[config.mk]
export PLATFORM = sky130hd
export DESIGN_NAME = mul_pipe_ctrl
export DESIGN_NICKNAME = d
export VERILOG_FILES = /design/src/rtl/mul_pipe_ctrl.sv
export SDC_FILE = /design/constraint.sdc
export NUM_CORES = 1
export LEC_CHECK = 0
export BUFFER_PORTS_ARGS = -buffer_cell sky130_fd_sc_hd__buf_2
export CORE_ASPECT_RATIO = 1.1
export CORE_MARGIN = 2
export CORE_UTILIZATION = 38
export DETAILED_ROUTE_END_ITERATION = 8
export PLACE_DENSITY = 0.68
export SYNTH_ARGS = -nofsm -noshare
export SYNTH_HDL_FRONTEND = slang
export SYNTH_SLANG_ARGS = --single-unit
[constraint.sdc]
create_clock -name clk -period 1.8 [get_ports clk]
set_clock_uncertainty 0.2 [all_clocks]
set_input_delay 0.36 -clock clk [delete_from_list [all_inputs] [get_ports clk]]
set_output_delay 0.36 -clock clk [all_outputs]
set_load 0.02 [all_outputs]
[src/rtl/mul_pipe_ctrl.sv]
// -----------------------------------------------------------------------------
// mul_pipe_ctrl
//
// Sequencing controller for the MDU's 3-stage multiplier datapath:
//   S1 Booth partial-product generation
//   S2 carry-save compression tree
//   S3 final carry-propagate add and high/low select
// The block tracks valid/op/tag for each stage. It turns the issue and response
// valid/ready handshakes into per-stage load enables, and it kills in-flight
// work on flush. It contains no arithmetic.
//
// Ports
//   clk, rst_n       clock, asynchronous active-low reset
//   flush_i          kill all in-flight operations
//   req_valid_i      issue request valid
//   req_ready_o      controller accepts a request this cycle
//   req_op_i         00 MUL, 01 MULH, 10 MULHSU, 11 MULHU
//   req_tag_i        request tag (destination / ROB id)
//   s1_en_o          load S1 datapath registers
//   s2_en_o          load S2 datapath registers
//   s3_en_o          load S3 result register
//   s1_sign_a_o      operand A is signed (Booth encoding)
//   s1_sign_b_o      operand B is signed
//   s3_sel_hi_o      S3 takes product bits [63:32], sampled with s3_en_o
//   rsp_valid_o      result valid in S3
//   rsp_ready_i      consumer accepts the result
//   rsp_op_o         op of the S3 entry
//   rsp_tag_o        tag of the S3 entry
//   busy_o           any stage holds a valid operation
// -----------------------------------------------------------------------------
module mul_pipe_ctrl #(
    parameter int TAG_W = 5
) (
    input  logic             clk,
    input  logic             rst_n,
    input  logic             flush_i,
    input  logic             req_valid_i,
    output logic             req_ready_o,
    input  logic [1:0]       req_op_i,
    input  logic [TAG_W-1:0] req_tag_i,
    output logic             s1_en_o,
    output logic             s2_en_o,
    output logic             s3_en_o,
    output logic             s1_sign_a_o,
    output logic             s1_sign_b_o,
    output logic             s3_sel_hi_o,
    output logic             rsp_valid_o,
    input  logic             rsp_ready_i,
    output logic [1:0]       rsp_op_o,
    output logic [TAG_W-1:0] rsp_tag_o,
    output logic             busy_o
);

    localparam logic [1:0] OP_MUL    = 2'b00;
    localparam logic [1:0] OP_MULH   = 2'b01;
    localparam logic [1:0] OP_MULHSU = 2'b10;

    // Per-stage tracking state
    logic             v1, v2, v3;
    logic [1:0]       op1, op2, op3;
    logic [TAG_W-1:0] tag1, tag2, tag3;

    logic adv1, adv2, adv3;
    logic accept;

    // A stage may advance when it is empty or the stage after it advances.
    // An empty stage therefore always advances, so bubbles collapse even
    // while S3 is stalled.
    assign adv3   = !v3 | rsp_ready_i;
    assign adv2   = !v2 | adv3;
    assign adv1   = !v1 | adv2;

    assign req_ready_o = adv1 & !flush_i;
    assign accept      = req_valid_i & req_ready_o;

    // Enables fire only when valid data moves into a stage, so idle datapath
    // registers are not clocked.
    assign s1_en_o = accept;
    assign s2_en_o = v1 & adv2;
    assign s3_en_o = v2 & adv3;

    assign s1_sign_a_o = (req_op_i == OP_MULH) | (req_op_i == OP_MULHSU);
    assign s1_sign_b_o = (req_op_i == OP_MULH);

    // Decided from the op that is about to enter S3.
    assign s3_sel_hi_o = (op2 != OP_MUL);

    // A flushed result must never complete a handshake.
    assign rsp_valid_o = v3 & !flush_i;
    assign rsp_op_o    = op3;
    assign rsp_tag_o   = tag3;

    assign busy_o = v1 | v2 | v3;

    // NOTE: every state register uses non-blocking assignment. Each stage
    // therefore reads its upstream neighbour's pre-edge value, and the three
    // updates below can be written in any order.
    always_ff @(posedge clk or negedge rst_n) begin
        if (!rst_n) begin
            v1   <= 1'b0;
            v2   <= 1'b0;
            v3   <= 1'b0;
            op1  <= '0;
            op2  <= '0;
            op3  <= '0;
            tag1 <= '0;
            tag2 <= '0;
            tag3 <= '0;
        end else if (flush_i) begin
            // Clearing the valid bits is enough. Stale ops and tags are
            // never observed without a valid bit.
            v1 <= 1'b0;
            v2 <= 1'b0;
            v3 <= 1'b0;
        end else begin
            if (adv3) begin
                v3   <= v2;
                op3  <= op2;
                tag3 <= tag2;
            end
            if (adv2) begin
                v2   <= v1;
                op2  <= op1;
                tag2 <= tag1;
            end
            if (adv1) begin
                v1   <= accept;
                op1  <= req_op_i;
                tag1 <= req_tag_i;
            end
        end
    end

endmodule

# Yosys cells after proc, flatten, opt, wreduce, memory -nomap -nowiden

Index checks and enable logic that the tools add are counted.

Muxes and demuxes: 6
Bitwise operators: 12
Reductions and logical operators: 11
Equal/unequal tests: 2

Operators by type and width:

| cell                                                 | number |
|---|---|
| nonzero test 2 bit                                   | 4 |
| two-way mux 1 bit                                    | 6 |
| bitwise OR 1 bit                                     | 6 |
| AND reduction 2 bit                                  | 3 |
| AND 1 bit                                            | 5 |
| logical NOT 1 bit                                    | 4 |
| equality test 2 x 1 -> 1 bit (second input constant) | 1 |
| equality test 2 bit (second input constant)          | 1 |
| NOT 1 bit                                            | 1 |

Register bits: 24
Word-level logic and storage cells: 40
Output and inout bits: 16

# Longest topological paths before layout

Gate-level depths: netlist (run 1).

Word-level depth: 8
Depth in mapped cells: 4
Mapped depth without buffers: 3

# Least setup slack after synthesis (run 1)

Ideal clock, no wire load.

Path kind: flip-flop to output port
Start: register v3
End: output port s1_en_o
Required time: 1240 ps
Setup slack: -53 ps
Cell stages (with the launch flop): 5
Data arrival time: 1293 ps
Cells stage by stage: dfrtp_1 > and3b_1 > buf_2 > a21oi_4 > and2_1

Word-level cells in the longest chain between the ends: 6

RTL lines:

| item                   | line | source |
|---|---|---|
| start, declared        | 59   | `logic v1, v2, v3;` |
| start signal, assigned | 117  | `v3 <= v2;` |
| logical NOT 1 bit      | 69   | `assign adv3 = !v3 \| rsp_ready_i;` |
| bitwise OR 1 bit       | 69   |  |
| bitwise OR 1 bit       | 70   | `assign adv2 = !v2 \| adv3;` |
| bitwise OR 1 bit       | 71   | `assign adv1 = !v1 \| adv2;` |
| AND 1 bit              | 73   | `assign req_ready_o = adv1 & !flush_i;` |
| named net req_ready_o  | 38   | `output logic req_ready_o,` |
| AND 1 bit              | 74   | `assign accept = req_valid_i & req_ready_o;` |
| end, declared          | 41   | `output logic s1_en_o,` |

The timed path passes the listed nets, and every way through them passes these cells.

# Worst setup path in the final report (run 1)

Start: register v3
End: output port s1_en_o

Word-level cells in the longest chain between the ends: 6

RTL lines:

| item              | line |
|---|---|
| logical NOT 1 bit | 69 |
| bitwise OR 1 bit  | 69 |
| bitwise OR 1 bit  | 70 |
| bitwise OR 1 bit  | 71 |
| AND 1 bit         | 73 |
| AND 1 bit         | 74 |

No other way between the ends.

==> results list, run 1 <==
- Area used by multi-input combinational logic: 360 µm²
- Area used by sequential logic in the layout: 601 µm²
- Post-synthesis instance area: 971 µm²
- From synthesis to final layout, the design area changed by 32.6%.
- For this design the ratio of total power to cell area is 999 nW/µm².
* Worst IR Drop VDD: 0.000542 V
* Antenna violation net count after detailed routing: 0
- For this run, the leading register cell type out of synthesis is sky130_fd_sc_hd__dfrtp_1.
- For this design the static power due to leakage is 0.620 nW.
- Yosys attributes the largest share of cell area to sky130_fd_sc_hd__dfrtp_1 (62%), sky130_fd_sc_hd__mux2_2 (24%), sky130_fd_sc_hd__nor2b_1 (2.6%).
- For this run, design rule violations remaining after detail routing come to 0.
- Routability congestion estimate: 0.634
- After synthesis, the share of flip-flops with an asynchronous set or reset is 100%.
- Synth Warn #: 0
- Type of element launching the critical path: flip-flop
- During placement, the flow inserted port buffers numbering 27.
- CP endpoint kind: output port
- The tree is rooted in a sky130_fd_sc_hd__clkbuf_4.
* Hold slack final: 0.0715 ns
- Antenna violations before repair: 0
* Portion of the post-synthesis area used by sequential elements: 61.9%
- Count of flip-flops with a built-in enable after synthesis: 0
* Area post-placement: 1180 µm²
- Setup repair after global routing missed its margin: true
* Cell with the largest stage delay on the worst path: sky130_fd_sc_hd__dfrtp_1
* Worst hold-check path type: in -> reg
- Ratio of final minimum period to clock period: 109%
- Critical Path Max Stage Delay: 0.42 ns
- After synthesis, the mean cell area works out to 14.5 µm².
- H-Tree Level Count: 1
* Series of cell instances along the critical path: and3b_2, a21oi_4, and2_4, buf_6
- Global-route wire length before repair: 2760 µm
- For this configuration, the core starts out at a cell density of 39.3%.
- Sum of net half-perimeters after detailed placement: 1160 µm
- The finished cells cover 1290 µm².
* Worst Path Class, Setup: reg -> out
* Maximum clock path buffer count: 2
- The post-route netlist has 63.1% of its cells at a drive strength greater than 1.
* Diode insertion count for antenna repair: 0
- Final critical path time including I/O delays and setup: 1.96 ns
- Ranked by instance count, the synthesized netlist is headed by sky130_fd_sc_hd__dfrtp_1 (24), sky130_fd_sc_hd__mux2_2 (21), sky130_fd_sc_hd__nor2_1 (5).
- Sum of negative setup slack: -0.475 ns
- Clk sinks: 24
- The count of endpoints failing hold in the final timing report was 0.
- CTS buffer count: 3
- At the pin with the least slew margin, the transition time is 0.507 ns.
* Global route overflow: 0
* Total via count after detailed routing: 623
- Net count after synthesis: 80
* CP max FO: 4
* I/O pin cnt: 28
* Outcome: finished with violations
- Clock-pin slew was measured on the worst setup and hold paths at 0.13 ns.
- Yosys mapped the design onto 15 distinct sky130hd cell types.
- Worst path bufs/invs: 1
* Routed wire length: 1640 µm
- Setup violations remaining at the end of the flow were counted as 4.
- Number of nets in the finished design: 117
- CP arrival: 1.40 ns
- The kind of cell with the highest combined delay along the critical path is flip-flops.
- Yosys instantiated no cell more often than sky130_fd_sc_hd__dfrtp_1.
* CTS tree: built
* Max-cap violations: 0
* Number of pins exceeding their max-slew limit in the final report: 0
- Across all setup checks in the final design, the least slack found is -0.156 ns.
- Post-synthesis register bit count: 24
- Number of filler cells placed in the layout: 225
- Area leader, netlist: sky130_fd_sc_hd__dfrtp_1
* Drt first-iter violations: 2
- Failing checks: negative setup slack
- Row Count: 19
- Via count of the first global-routing pass: 607
* Highest achievable clock rate: 511 MHz
- Count of TritonRoute iterations in the first routing pass: 2
- Width of the chip: 52.2 µm
* Average vias per placed instance: 4.65
- In this run the tightest slew margin relative to its limit is 66.2%.
- Clk_lat worst skew: 0.31 ns
- Standard cell core area: 2470 µm²
- Before CTS, the worst setup slack after placement is 0.0640 ns.
* Routed WL per cell: 12.2 µm
- Data required time at the worst endpoint: 1.24 ns
- Entering global routing, the biggest net connects 25 pins.
- The die is 57.0 µm tall.
- In the synthesized netlist, the number of instances is 67.
- Share of the synthesized area in the top cell type: 61.9%
- Global-route usage over all layers: 12.6%
* Die Footprint: 2980 µm²
[path summary, 6_finish.rpt]
path	start	endpoint	slack, ns	depth (start not counted)
setup / recovery	v3	s1_en_o	-0.16	4
hold / removal	req_tag_i[3]	tag1[3]	0.07	2
setup reg to reg	v3	tag1[1]	0.06	5
hold reg to reg	tag1[1]	tag2[1]	0.32	1
max in group asynchronous	rst_n	tag2[1]	0.69	2
min in group asynchronous	rst_n	tag1[3]	0.36	2
[per-stage QoR]
stage	power, mW	utilization [%]	cells
after floorplan	0.814	-	67
after global placement	0.906	47.8	127
after detailed placement	0.913	47.8	127
after CTS	1.30	51.7	134
after global routing	1.35	52.1	134
final	1.29	52.1	134
[final cells by class]
type                       instances  share of cell area (%)
tap                               31                    3.01
multi-input combinational         39                    28.0
sequential                        24                    46.6
clock buffer                       3                    1.75
clock inverter                     1                    2.33
timing repair buffer              34                    17.7
inverter                           2                   0.583
[state kept, by name (all words and copies together) (netlist names)]
register and count:
v2 1, rsp_op_o 2, tag2 5, op1 2, rsp_tag_o 5, v3 1
tag1 5, v1 1, op2 2
[where the power goes]
group | total (mW) | internal [mW] | switching, mW
clock | 0.378 | 0.225 | 0.153
sequential | 0.649 | 0.613 | 0.0353
combinational | 0.260 | 0.129 | 0.130
[layer usage]
metal	routed length, µm	global-route usage [%]
met5	0	0
met4	19	5.49
met3	69	1.57
met2	854	20.8
met1	695	16.5
[placed cells by master, fill, tap and decap left out, drive strengths merged]
cell / Yosys / layout
a21oi: 2 / 2
and2: 1 / 1
and3b: 1 / 1
buf: 1 / 33
bufinv: 0 / 1
clkbuf: 1 / 3
dfrtp: 24 / 24
dlygate4sd3: 0 / 1
ha: 1 / 1
inv: 2 / 2
mux2: 21 / 21
nor2: 7 / 7
nor2b: 4 / 4
or2: 1 / 1
or3: 1 / 1
[kinds of logic after synthesis]
kind of cell,count (synthesis),synth area share (%)
fa+ha+maj,1,1.29
buf+inv,4,1.67
flops,24,61.9
compound gates,2,2.19
simple gates,15,8.64
mux,21,24.4
[timing repair]
item	4_1_cts	5_1_grt
endpoints found under the hold margin	24	0
gates resized for setup	7	3
endpoints found under the setup margin	4	11
pin swaps	2	1
setup buffers	2	0
hold buffers	1	0
Power figures use the tool's default switching activity.
==> inputs of run 2 (changes only) <==
Settings changed: RECOVER_POWER set to 100.
==> results list, run 2 (same netlist as run 1, synthesis figures left out) <==
* Vert. Die Dim: 57.0 µm (unchanged)
- Clk pwr share: 29.7% (+0.3 points)
* Startpoint of the worst register-to-register path: v3
- Setup slack of the worst register-to-register path: 0.06 ns (about the same)
- The cell internal power dissipation came to 0.955 mW (-1.3%).
- Power per Cell Area: 1000 nW/µm² (+0.58%)
* Global-route usage over all layers: 12.6% (unchanged)
- Number of nets in the finished design: 117 (unchanged)
- Worst slew margin relative to its limit: 62.6% (-3.6 points)
- The net switching power was 0.321 mW (+0.61%).
- The final RePlAce weighted congestion was 0.634 (unchanged).
* Area used by multi-input combinational logic: 360 µm² (unchanged)
* Global route overflow: 0 (unchanged)
- Total placed cells including tap cells: 127 (unchanged)
* Failing checks: negative setup slack
* Total via count after detailed routing: 628 (+0.80%)
- The final routed wire length divided by cell count is 12.2 µm (-0.24%).
- The leakage power of the design was 0.588 nW (-5.2%).
* Number of buffer cells added on primary ports: 27 (unchanged)
- Diode insertion count for antenna repair: 0 (unchanged)
* CP max FO: 4 (unchanged)
- The wire length of the first global-routing pass was 2760 µm (unchanged).
- The effective utilization at floorplan was 39.3% (unchanged).
* Combinational Power Share: 19.4% (-0.8 points)
- Highest achievable clock rate: 511 MHz (about the same)
- The clock transition at the registers of the reported paths is 0.13 ns (about the same).
- Transition time at the pin with the least slew margin: 0.561 ns (+0.0544 ns)
- The via count of the first global-routing pass came to 607 (unchanged).
* Number of pins exceeding their max-slew limit in the final report: 0 (unchanged)
* Final count of hold timing violations: 0 (unchanged)
- Root buffer cell: sky130_fd_sc_hd__clkbuf_4
- The critical path is of the reg -> out type.
- The placed wire-length estimate after detailed placement came to 1160 µm (unchanged).
- The accumulated negative setup slack was -0.478 ns (-0.00343 ns).
- Antenna violation net count after detailed routing: 0 (unchanged)
* Worst IR Drop VDD: 0.000542 V (about the same)
- Total power of the final layout: 1.28 mW (-0.79%)
* Antenna violations before repair: 0 (unchanged)
- The via density per instance is 4.69 (+0.80%).
* Standard cell core area: 2470 µm² (unchanged)
* Width of the chip: 52.2 µm (unchanged)
- Proportion of total power due to net switching: 25.1% (+0.35 points)
- Ratio of final minimum period to clock period: 109% (about the same)
* Routed wire length: 1630 µm (-0.24%)
- Drt first-iter violations: 2 (unchanged)
* Data required time at the worst endpoint: 1.24 ns (about the same)
- The number of non-filler instances in the completed layout is 134 (unchanged).
- I/O pin cnt: 28 (unchanged)
* Count of TritonRoute iterations in the first routing pass: 2 (unchanged)
* Hold slack final: 0.0713 ns (-0.000249 ns)
- Worst hold-check path type: in -> reg
* Maximum clock path buffer count: 2 (unchanged)
- TritonCTS built the clock tree.
- The clock latency on the worst-skew pair was 0.31 ns (about the same).
* Share of final-layout standard cells stronger than drive strength 1: 53.4% (-9.7 points)
- The total clock buffers created by CTS is 3 (unchanged).
- In this run the most critical hold path is launched from req_tag_i[3].
- The worst setup path is captured at an output port.
- Type of element launching the critical path: flip-flop
- Max-cap violations: 0 (unchanged)
- The critical path arrival came to 1.40 ns (about the same).
* Row Count: 19 (unchanged)
- The post-layout minimum cycle time came to 1.96 ns (+0.00110 ns).
- Die Footprint: 2980 µm² (unchanged)
* Flop pwr share: 50.9% (+0.5 points)
- H-Tree Level Count: 1 (unchanged)
* Most common cell after layout, fill and taps aside: sky130_fd_sc_hd__dfrtp_1
- The run finished, with violations left.
- Setup repair after global routing could not meet its margin everywhere.
* Layout-stage area growth over the synthesis result: 30.8%
* Clk sinks: 24 (unchanged)
* Number of filler cells placed in the layout: 234 (+4.0%)
* Start point of the critical path: v3
- The number of remaining DRC errors is 0 (unchanged).
* Largest net degree at the start of global routing: 25 (unchanged)
- Least setup slack across all paths after layout: -0.157 ns (-0.00110 ns)
- The library cells used most frequently in the layout, excluding fill and tap cells, are sky130_fd_sc_hd__dfrtp_1 (24), sky130_fd_sc_hd__mux2_2 (21), sky130_fd_sc_hd__buf_2 (11).
* Area used by sequential logic in the layout: 601 µm² (unchanged)
- Setup violations, final: 4 (unchanged)
- Worst slack at placement: 0.0640 ns (unchanged)
[run 2: stage by stage]
step                utilization (%)  instance area (µm²)
floorplan                         -                  973
global placement               47.8                 1180
detailed placement             47.8                 1180
CTS                            51.7                 1280
global route                   51.4                 1270
finish                         51.4                 1270
[run 2: cell type report]
type                    instances  area share (%)
clock buffers                   3            1.77
clock inverters                 1            2.36
inverters                       2           0.591
multi-input cells              39            28.4
flip-flops and latches         24            47.3
well taps                      31            3.05
repair buffers                 34            16.6
[run 2: worst max-delay path: stages (launching register included)]
cell and delay, ns:
sky130_fd_sc_hd__dfrtp_1 0.42, sky130_fd_sc_hd__and3b_2 0.25, sky130_fd_sc_hd__a21oi_4 0.17, sky130_fd_sc_hd__and2_4 0.16, sky130_fd_sc_hd__buf_6 0.10
[run 2: repair_timing]
item / in CTS / in global routing
endpoints found under the setup margin: 4 / 11
resized for setup: 7 / 3
endpoints found under the hold margin: 24 / 0
hold buffers: 1 / 0
gates cloned: 0 / 0
setup buffers: 2 / 0
pin swaps: 2 / 1
[run 2: final timing paths]
kind	end	depth (start not counted)
max	s1_en_o	4
min	tag1[3]	2
max reg2reg	tag1[1]	5
min reg2reg	tag2[1]	1
max in group asynchronous	tag2[1]	2
min in group asynchronous	tag1[0]	2
[run 2: per-layer routing]
layer,vias to the layer above,global-route usage (%),part of all wire (%)
li1,301,-,-
met1,309,16.5,42
met5,-,0,0
met3,2,1.57,4.2
met2,16,20.8,53
met4,0,5.49,1.2
[run 2: power groups by stage]
stage / Sequential, mW / Combinational, mW / Clock, mW
finish: 0.650 / 0.248 / 0.379
global route: 0.661 / 0.269 / 0.409
CTS: 0.650 / 0.262 / 0.390
detailed placement: 0.662 / 0.251 / 0
global placement: 0.659 / 0.247 / 0
floorplan: 0.697 / 0.117 / 0
